===== src/rtl/round_controller_pkg.sv =====
// Shared game definitions: round FSM state codes, morse symbol codes and a saturating increment.
package round_controller_pkg;

    typedef enum logic [2:0] {
        S_IDLE = 3'd0,
        S_P1   = 3'd1,
        S_P2   = 3'd2,
        S_WIN  = 3'd3,
        S_LOSE = 3'd4
    } state_t;

    // Symbol encodings shared with the player1/player2 entry stages.
    localparam logic [1:0] MORSE_NONE = 2'b00;
    localparam logic [1:0] MORSE_DOT  = 2'b01;
    localparam logic [1:0] MORSE_LINE = 2'b10;

    function automatic logic [6:0] sat_inc7(input logic [6:0] value, input logic [6:0] max);
        return (value >= max) ? max : value + 7'd1;
    endfunction

endpackage


===== src/rtl/round_controller_sec_timer.sv =====
// Round countdown: prescaler divides clock to seconds, secs counts down to zero.
// Load takes one cycle; no backpressure, the timer simply freezes while run is low.
module round_controller_sec_timer #(
    parameter int CLK_PER_SEC = 50_000_000
) (
    input  logic       clock,
    input  logic       resetn,
    input  logic       load,
    input  logic       run,
    input  logic [6:0] load_value,
    output logic [6:0] secs,
    output logic       expired
);

    localparam int PW = (CLK_PER_SEC > 1) ? $clog2(CLK_PER_SEC) : 1;
    localparam logic [PW-1:0] PRESC_LAST = PW'(CLK_PER_SEC - 1);

    logic [PW-1:0] prescaler;

    always_ff @(posedge clock) begin
        if (!resetn) begin
            prescaler <= '0;
            secs      <= '0;
        end else if (load) begin
            prescaler <= '0;
            secs      <= load_value;
        end else if (run) begin
            if (prescaler == PRESC_LAST) begin
                prescaler <= '0;
                if (secs != 7'd0)
                    secs <= secs - 7'd1;
            end else begin
                prescaler <= prescaler + PW'(1);
            end
        end
    end

    assign expired = (secs == 7'd0);

endmodule


===== src/rtl/round_controller.sv =====
// Round sequencer: idle -> player1 entry -> player2 guessing -> win/lose, with timeout, strikes and score.
// All outputs registered or decoded from registered state; inputs are levels/pulses, no backpressure.
module round_controller
    import round_controller_pkg::*;
#(
    parameter int CLK_PER_SEC   = 50_000_000,
    parameter int ROUND_SECONDS = 30,
    parameter int MAX_STRIKES   = 3,
    parameter int SCORE_MAX     = 99
) (
    input  logic       clock,
    input  logic       resetn,
    input  logic       start,
    input  logic       p1_done,
    input  logic       p2_symbol,
    input  logic       p2_correct,
    input  logic       p2_complete,
    output logic       p1_enable,
    output logic       p2_resetn,
    output logic [2:0] state,
    output logic [6:0] time_left,
    output logic [2:0] strikes,
    output logic [6:0] score,
    output logic       win,
    output logic       lose
);

    state_t     cur_state;
    state_t     nxt_state;
    logic       sym_d;
    logic [2:0] strike_cnt;
    logic [6:0] score_q;
    logic       enter_p2;
    logic       in_p2;
    logic       strike_hit;
    logic       strike_out;
    logic       timer_expired;
    logic [6:0] secs;

    assign in_p2    = (cur_state == S_P2);
    assign enter_p2 = (cur_state == S_P1) && p1_done;

    // A strike coinciding with a code match is dropped: the win takes precedence.
    assign strike_hit = in_p2 && sym_d && !p2_correct && !p2_complete;
    assign strike_out = strike_hit && (({1'b0, strike_cnt} + 4'd1) >= 4'(MAX_STRIKES));

    round_controller_sec_timer #(
        .CLK_PER_SEC(CLK_PER_SEC)
    ) u_sec_timer (
        .clock      (clock),
        .resetn     (resetn),
        .load       (enter_p2),
        .run        (in_p2),
        .load_value (7'(ROUND_SECONDS)),
        .secs       (secs),
        .expired    (timer_expired)
    );

    always_comb begin
        nxt_state = cur_state;
        case (cur_state)
            S_IDLE:  if (start) nxt_state = S_P1;
            S_P1:    if (p1_done) nxt_state = S_P2;
            S_P2: begin
                if (p2_complete)
                    nxt_state = S_WIN;
                else if (strike_out)
                    nxt_state = S_LOSE;
                else if (timer_expired)
                    nxt_state = S_LOSE;
            end
            S_WIN, S_LOSE: if (start) nxt_state = S_P1;
            default: nxt_state = S_IDLE;
        endcase
    end

    always_ff @(posedge clock) begin
        if (!resetn) begin
            cur_state  <= S_IDLE;
            sym_d      <= 1'b0;
            strike_cnt <= '0;
            score_q    <= '0;
        end else begin
            cur_state <= nxt_state;
            sym_d     <= p2_symbol && in_p2;
            if (enter_p2)
                strike_cnt <= '0;
            else if (strike_hit)
                strike_cnt <= strike_cnt + 3'd1;
            if (in_p2 && p2_complete)
                score_q <= sat_inc7(score_q, 7'(SCORE_MAX));
        end
    end

    assign state     = cur_state;
    assign p1_enable = (cur_state == S_P1);
    assign p2_resetn = in_p2;
    assign win       = (cur_state == S_WIN);
    assign lose      = (cur_state == S_LOSE);
    assign time_left = secs;
    assign strikes   = strike_cnt;
    assign score     = score_q;

endmodule


===== config.mk =====
export PLATFORM = sky130hd
export DESIGN_NAME = round_controller
export DESIGN_NICKNAME = d
export VERILOG_FILES = /design/src/rtl/round_controller_pkg.sv /design/src/rtl/round_controller_sec_timer.sv /design/src/rtl/round_controller.sv
export SDC_FILE = /design/constraint.sdc
export NUM_CORES = 1
export LEC_CHECK = 0
export CELL_PAD_IN_SITES_DETAIL_PLACEMENT = 0
export CELL_PAD_IN_SITES_GLOBAL_PLACEMENT = 1
export CORE_ASPECT_RATIO = 0.7
export CORE_MARGIN = 2
export CORE_UTILIZATION = 44
export DETAILED_ROUTE_END_ITERATION = 16
export HOLD_SLACK_MARGIN = 0.02
export PLACE_DENSITY_LB_ADDON = 0.05
export SYNTH_ARGS = -nofsm -noshare
export SYNTH_HDL_FRONTEND = slang
export SYNTH_SLANG_ARGS = --single-unit

===== constraint.sdc =====
create_clock -name clock -period 3.1 [get_ports clock]
set_clock_uncertainty 0.2 [all_clocks]
set_input_delay 0.62 -clock clock [delete_from_list [all_inputs] [get_ports clock]]
set_output_delay 0.62 -clock clock [all_outputs]
set_load 0.03 [all_outputs]

[Word level (Yosys, flattened, before mapping)]
Index checks and enable logic that the tools add are counted.
W data, S select, Z words.
Storage, ports and cells
  register bits: 47
  bits of input ports: 7
  output and inout bits: 24
Cells by class
  $add $sub $neg: 5
  $lt $le $gt $ge: 2
  equality and inequality tests: 8
  multiplexer cells: 12
  bitwise gates (word level): 1
  reductions and logical operators: 20
Operators by type and width (number)
  $add A26 B1 Y26 const B: 1
  $eq A26 B26 Y1 const B: 1
  $mux W26: 1
  $mux W5: 4
  $mux W3: 5
  $pmux W3 S3: 1
  $reduce_and A3 Y1: 3
  $add A7 B1 Y7 const B: 1
  $ge A7 B7 Y1 const B: 1
  $logic_and A1 B1 Y1: 7
  $logic_not A7 Y1: 1
  $mux W7: 1
  $reduce_bool A7 Y1: 1
  $sub A7 B1 Y7 const B: 1
  $eq A3 B2 Y1 const B: 2
  $reduce_bool A2 Y1: 3
  $add A3 B1 Y4 const B: 1
  $ge A4 B2 Y1 const B: 1
  $ne A4 B2 Y1 const B: 1
  $add A3 B1 Y3 const B: 1
  $eq A3 B1 Y1 const B: 1
  $eq A3 B3 Y1 const B: 1
  $logic_not A3 Y1: 1
  $reduce_or A3 Y1: 1
  5 further kinds: 6

[Longest topological paths before layout]
  depth in word-level cells: 8
  mapped depth: 7

[Hierarchy]
A second synthesis with hierarchy kept.
Second synthesis, totals
  cells, all modules: 286
  area total of the unflattened synthesis: 2391.0 µm²
By module, submodules not included
  round_controller_sec_timer: times used 1, cells an instance 191, area each 1612.8 µm²
  round_controller: times used 1, cells an instance 95, area each 778.2 µm²

[Least setup slack after synthesis]
Ideal clock, no wire load.
  kind: register to register
  start: register cur_state[0], in the netlist state[0]
  end: register u_sec_timer.prescaler[0]
  library setup time: 0.118 ns
  data arrival time: 2.518 ns
  required time: 2.782 ns
  path slack: 0.264 ns
  cell stages (with the launch flop): 8
  path buffers: 2
  clock period less this slack: 2.836 ns
  cells stage by stage: dfxtp_1 buf_2 nor3b_1 nand2_1 nand2_1 a21o_1 buf_2 nor2_1
Between the ends
  longest elaborated chain between the ends: 3
  elaborated cells between the ends (all ways): 4
Ends and longest elaborated chain
  start: declaration: RTL line round_controller.sv:28  | state_t cur_state;
  start signal: assignment: RTL line round_controller.sv:84  | cur_state <= nxt_state;
  $eq A3 B1 Y1
  via p1_enable: RTL line round_controller.sv:18  | output logic p1_enable,
  $logic_and A1 B1 Y1: RTL line round_controller.sv:41  | assign enter_p2 = (cur_state == S_P1) && p1_done;
  $reduce_or A2 Y1 (no line)
  end signal: assignment: RTL line round_controller_sec_timer.sv:33  | prescaler <= prescaler + PW'(1);
  end: declaration: RTL line round_controller_sec_timer.sv:18  | logic [PW-1:0] prescaler;
The timed path passes the listed nets, and every way through them passes these cells.
A chain may end at the register's enable or synchronous reset.

[Worst setup path after layout]
  start: register cur_state[0], in the netlist state[0]
  end: output p1_enable
Between the ends
  longest elaborated chain between the ends: 1
Ends and longest elaborated chain
  $eq A3 B1 Y1: RTL line round_controller.sv:96  | assign p1_enable = (cur_state == S_P1);
  end: declaration: RTL line round_controller.sv:18
No other way between the ends.

==> metrics.txt <==
# TYPE chip_impl_metric gauge
chip_impl_metric{name="clock_power_share",unit="%"} 34.6
chip_impl_info{name="critical_path.slowest_cell",value="clkdlybuf4s50_1"} 1
chip_impl_metric{name="timing.critical_path.fanout_max",unit=""} 12
chip_impl_metric{name="wire_per_inst",unit="um"} 13.2
chip_impl_metric{name="design.die.area",unit="um2"} 5900
chip_impl_info{name="ys_dominant_reg_cell",value="dfxtp_1"} 1
chip_impl_info{name="cts_tree",value="built"} 1
chip_impl_metric{name="grt_max_degree",unit=""} 23
chip_impl_metric{name="total_switching_power",unit="mW"} 0.334
chip_impl_metric{name="dpl_worst_slack",unit="ns"} 0.611
chip_impl_metric{name="area.growth.synth_to_final",unit="%"} 21.2
chip_impl_metric{name="worst_ep_required_time",unit="ns"} 2.28
chip_impl_metric{name="dpl.hpwl",unit="mm"} 3.66
chip_impl_metric{name="avgViaCountPerCell",unit=""} 5.19
chip_impl_metric{name="cellInternalPower",unit="mW"} 0.970
chip_impl_metric{name="critical_path.max_stage_delay",unit="ns"} 0.73
chip_impl_metric{name="number_of_levels_the_h_tree_was_split_into",unit=""} 2
chip_impl_metric{name="regArea",unit="um2"} 941
chip_impl_info{name="clock_tree.root_cell",value="clkbuf_8"} 1
chip_impl_metric{name="totalNegativeSetupSlack",unit="ns"} 0
chip_impl_metric{name="floorplan.initialDensity",unit="%"} 45.0
chip_impl_metric{name="worst_slew_pin_slew",unit="ns"} 0.727
chip_impl_metric{name="die-height",unit="um"} 64.8
chip_impl_info{name="worstSetupEndpointType",value="output pin"} 1
chip_impl_metric{name="clkTransAtPathRegs",unit="ns"} 0.08
chip_impl_metric{name="detail_route.first_pass.iterations",unit=""} 4
chip_impl_info{name="worstSetupStartpointType",value="flop"} 1
chip_impl_metric{name="hold_viol_final",unit=""} 0
chip_impl_metric{name="post_synth.cell_area_avg",unit="um2"} 8.78
chip_impl_metric{name="fraction_of_layout_cells_with_a_size_suffix_above_1",unit="%"} 9.00
chip_impl_info{name="hold_path_class",value="reg2reg"} 1
chip_impl_info{name="rsz0062_at_grt",value="no"} 1
chip_impl_metric{name="area_of_the_core",unit="um2"} 5170
chip_impl_metric{name="fin_util",unit="%"} 54.5
chip_impl_metric{name="filler_cell_count",unit=""} 531
chip_impl_metric{name="gate_power_share",unit="%"} 15.7
chip_impl_metric{name="global_route.usage.total",unit="%"} 17.7
chip_impl_metric{name="clock_latency",unit="ns"} 0.29
chip_impl_metric{name="max_clock_freq",unit="MHz"} 370
chip_impl_metric{name="hold_buffers",unit=""} 0
chip_impl_metric{name="setup_viol",unit=""} 0
chip_impl_metric{name="sequential_to_total_area_share_from_yosys_stat",unit="%"} 40.4
chip_impl_metric{name="grt_pass1_vias",unit=""} 1729
chip_impl_metric{name="post-cts-setup-buffers",unit=""} 0
chip_impl_metric{name="synth_cell_types",unit=""} 48
chip_impl_metric{name="synth.yosys.warnings",unit=""} 0
chip_impl_metric{name="min_period_over_period",unit="%"} 87.1
chip_impl_metric{name="detail-route-antenna-nets",unit=""} 0
chip_impl_metric{name="syn_inst",unit=""} 265
chip_impl_metric{name="total_inserted_antenna_cells",unit=""} 0
chip_impl_metric{name="layout_min_cycle_time",unit="ns"} 2.70
chip_impl_metric{name="pwr-share-seq",unit="%"} 49.6
chip_impl_metric{name="multi_input_comb_area",unit="um2"} 1300
chip_impl_metric{name="postSynthRegisterBits",unit=""} 47
chip_impl_metric{name="synth_enable_flop_cells",unit=""} 0
chip_impl_metric{name="timing.max_cap.violations",unit=""} 0
chip_impl_metric{name="slew_viol_final",unit=""} 0
chip_impl_info{name="crit_path_cell_trace",value="nor3b_1, clkdlybuf4s50_1"} 1
chip_impl_metric{name="postSynth.asyncResetShare",unit="%"} 0
chip_impl_metric{name="number_of_nets_in_the_final_layout",unit=""} 311
chip_impl_metric{name="ir_drop_worst_case_vdd",unit="V"} 0.000272
chip_impl_metric{name="synth_fp_nets",unit=""} 277
chip_impl_metric{name="globalplace.congestion",unit=""} 0.792
chip_impl_metric{name="cp.buffers_inverters",unit=""} 1
chip_impl_metric{name="number_of_antenna_violations_at_the_first_check_in_global_routing",unit=""} 0
chip_impl_metric{name="io_count",unit=""} 31
chip_impl_metric{name="placement_row_count",unit=""} 22
chip_impl_metric{name="detail_route.drc_violations",unit=""} 0
chip_impl_metric{name="power.leakage",unit="nW"} 0.971
chip_impl_metric{name="count_of_input_and_output_buffers",unit=""} 30
chip_impl_metric{name="arrival",unit="ns"} 1.88
chip_impl_metric{name="cts_sinks",unit=""} 47
chip_impl_metric{name="cts_inserted_buffers",unit=""} 5
chip_impl_metric{name="setup_ws",unit="ns"} 0.400
chip_impl_metric{name="drtIter0Drc",unit=""} 73
chip_impl_metric{name="global_route_wire_length_before_repair",unit="mm"} 8.45
chip_impl_info{name="critPathTopFamily",value="buffers and inverters"} 1
chip_impl_metric{name="route.final.wire_length",unit="mm"} 4.90
chip_impl_metric{name="pwr_density_cell",unit="nW/um2"} 462
chip_impl_metric{name="post_synth_instance_area",unit="um2"} 2330
chip_impl_metric{name="swShare",unit="%"} 25.6
chip_impl_info{name="worstSetupPathType",value="reg2out"} 1
chip_impl_metric{name="die_width",unit="um"} 90.9
chip_impl_metric{name="clock_tree.buffer_depth",unit=""} 2
chip_impl_info{name="status",value="completed"} 1
chip_impl_metric{name="gr-total-overflow",unit=""} 0
chip_impl_metric{name="post_cts_resize_count",unit=""} 0
chip_impl_metric{name="max_slew_margin",unit="%"} 51.1
chip_impl_metric{name="routed-via-count",unit=""} 1929
-- sequential cells by signal, indices dropped and copies added, names as in the netlist --
register,count
score,7
u_sec_timer.secs,7
state,3
u_sec_timer.prescaler,26
strikes,3
sym_d,1
-- path summary, 6_finish.rpt --
kind,start,endpoint,cells past startpoint,slack (ns)
worst min-delay path,strikes[1],strikes[1],2,0.30
worst max register to register,state[1],u_sec_timer.secs[5],5,0.63
worst min register to register,strikes[1],strikes[1],2,0.30
worst max-delay path,state[0],p1_enable,2,0.40
-- cells by family (layout without fill, tap and decap cells) --
group	Yosys count	count (layout)	share of synthesized area [%]
buffers and inverters	16	51	3.55
muxes	4	4	1.77
and+or+nand+nor	132	132	31.9
adders and majority gates	5	5	2.69
AOI/OAI and AO/OA	29	29	7.58
xor gates and xnor gates	32	32	12.0
DFF	47	47	40.4
-- final cells by class --
cell class              count  share of cell area [%]
inverters                   8                    1.06
repair buffers             35                    12.0
multi-input cells         202                    46.2
flip-flops and latches     47                    33.4
clock inverters             2                    1.24
well taps                  72                    3.19
clock buffers               6                    2.93
-- power by group through the flow --
stage / registers (mW) / logic, mW / clock network [mW]
6_report: 0.647 / 0.205 / 0.452
5_1_grt: 0.652 / 0.223 / 0.497
4_1_cts: 0.648 / 0.207 / 0.472
3_5_place_dp: 0.662 / 0.206 / 0
3_3_place_gp: 0.662 / 0.207 / 0
2_1_floorplan: 0.675 / 0.118 / 0
-- worst min-delay path: stages, from the launching register on --
cell,delay [ns]
dfxtp_1,0.34
nand2_1,0.06
a21oi_1,0.05
-- layout by cell type (no fill, tap or decap), types with 4 or more instances in the layout --
cell type,netlist,routed
xnor2_1,16,16
xor2_1,16,16
dfxtp_1,47,47
clkdlybuf4s50_1,0,30
nor2_1,43,43
buf_4,1,5
nor3_1,7,7
o21ai_0,8,8
or2_2,4,4
nand3_1,11,11
nand2_1,19,19
inv_1,8,8
clkbuf_8,0,6
a21oi_1,10,10
nor4_1,5,5
nand4_1,12,12
ha_1,5,5
-- routing by layer --
metal / track usage (%) / up-vias / routed length (um)
met3: 4.19 / 2 / 243
met1: 28.0 / 887 / 2790
met2: 24.1 / 44 / 1850
met5: 0 / - / 0
li1: - / 996 / -
met4: 3.41 / 0 / 25
-- synthesized netlist by cell type (2+ instances only) --
library cell | number | area [um2]
a21oi_1 | 10 | 50.1
a31oi_1 | 3 | 18.8
and3_1 | 3 | 18.8
and4_1 | 3 | 26.3
buf_2 | 3 | 15.0
buf_6 | 2 | 22.5
clkbuf_1 | 2 | 7.51
dfxtp_1 | 47 | 941
ha_1 | 5 | 62.6
inv_1 | 8 | 30.0
mux2i_1 | 3 | 30.0
nand2_1 | 19 | 71.3
nand3_1 | 11 | 55.1
nand3b_1 | 2 | 15.0
nand4_1 | 12 | 75.1
nand4b_1 | 2 | 17.5
nor2_1 | 43 | 161
nor2_2 | 2 | 12.5
nor3_1 | 7 | 35.0
nor3b_1 | 3 | 22.5
nor4_1 | 5 | 31.3
nor4_4 | 2 | 42.5
o21ai_0 | 8 | 40.0
or2_2 | 4 | 25.0
or3_1 | 2 | 12.5
or4_1 | 2 | 15.0
xnor2_1 | 16 | 140
xor2_1 | 16 | 140
-- stage by stage --
| step | power [mW] | hold slack [ns] | instance area (um2) | std cells |
|---|---|---|---|---|
| floorplan | 0.793 | 0.278 | 2330 | 265 |
| global placement | 0.869 | 0.294 | 2700 | 364 |
| detailed placement | 0.868 | 0.292 | 2700 | 364 |
| CTS | 1.33 | 0.308 | 2820 | 372 |
| global route | 1.37 | 0.352 | 2820 | 372 |
| finish | 1.30 | 0.302 | 2820 | 372 |
(Power assumes the default switching activity.)
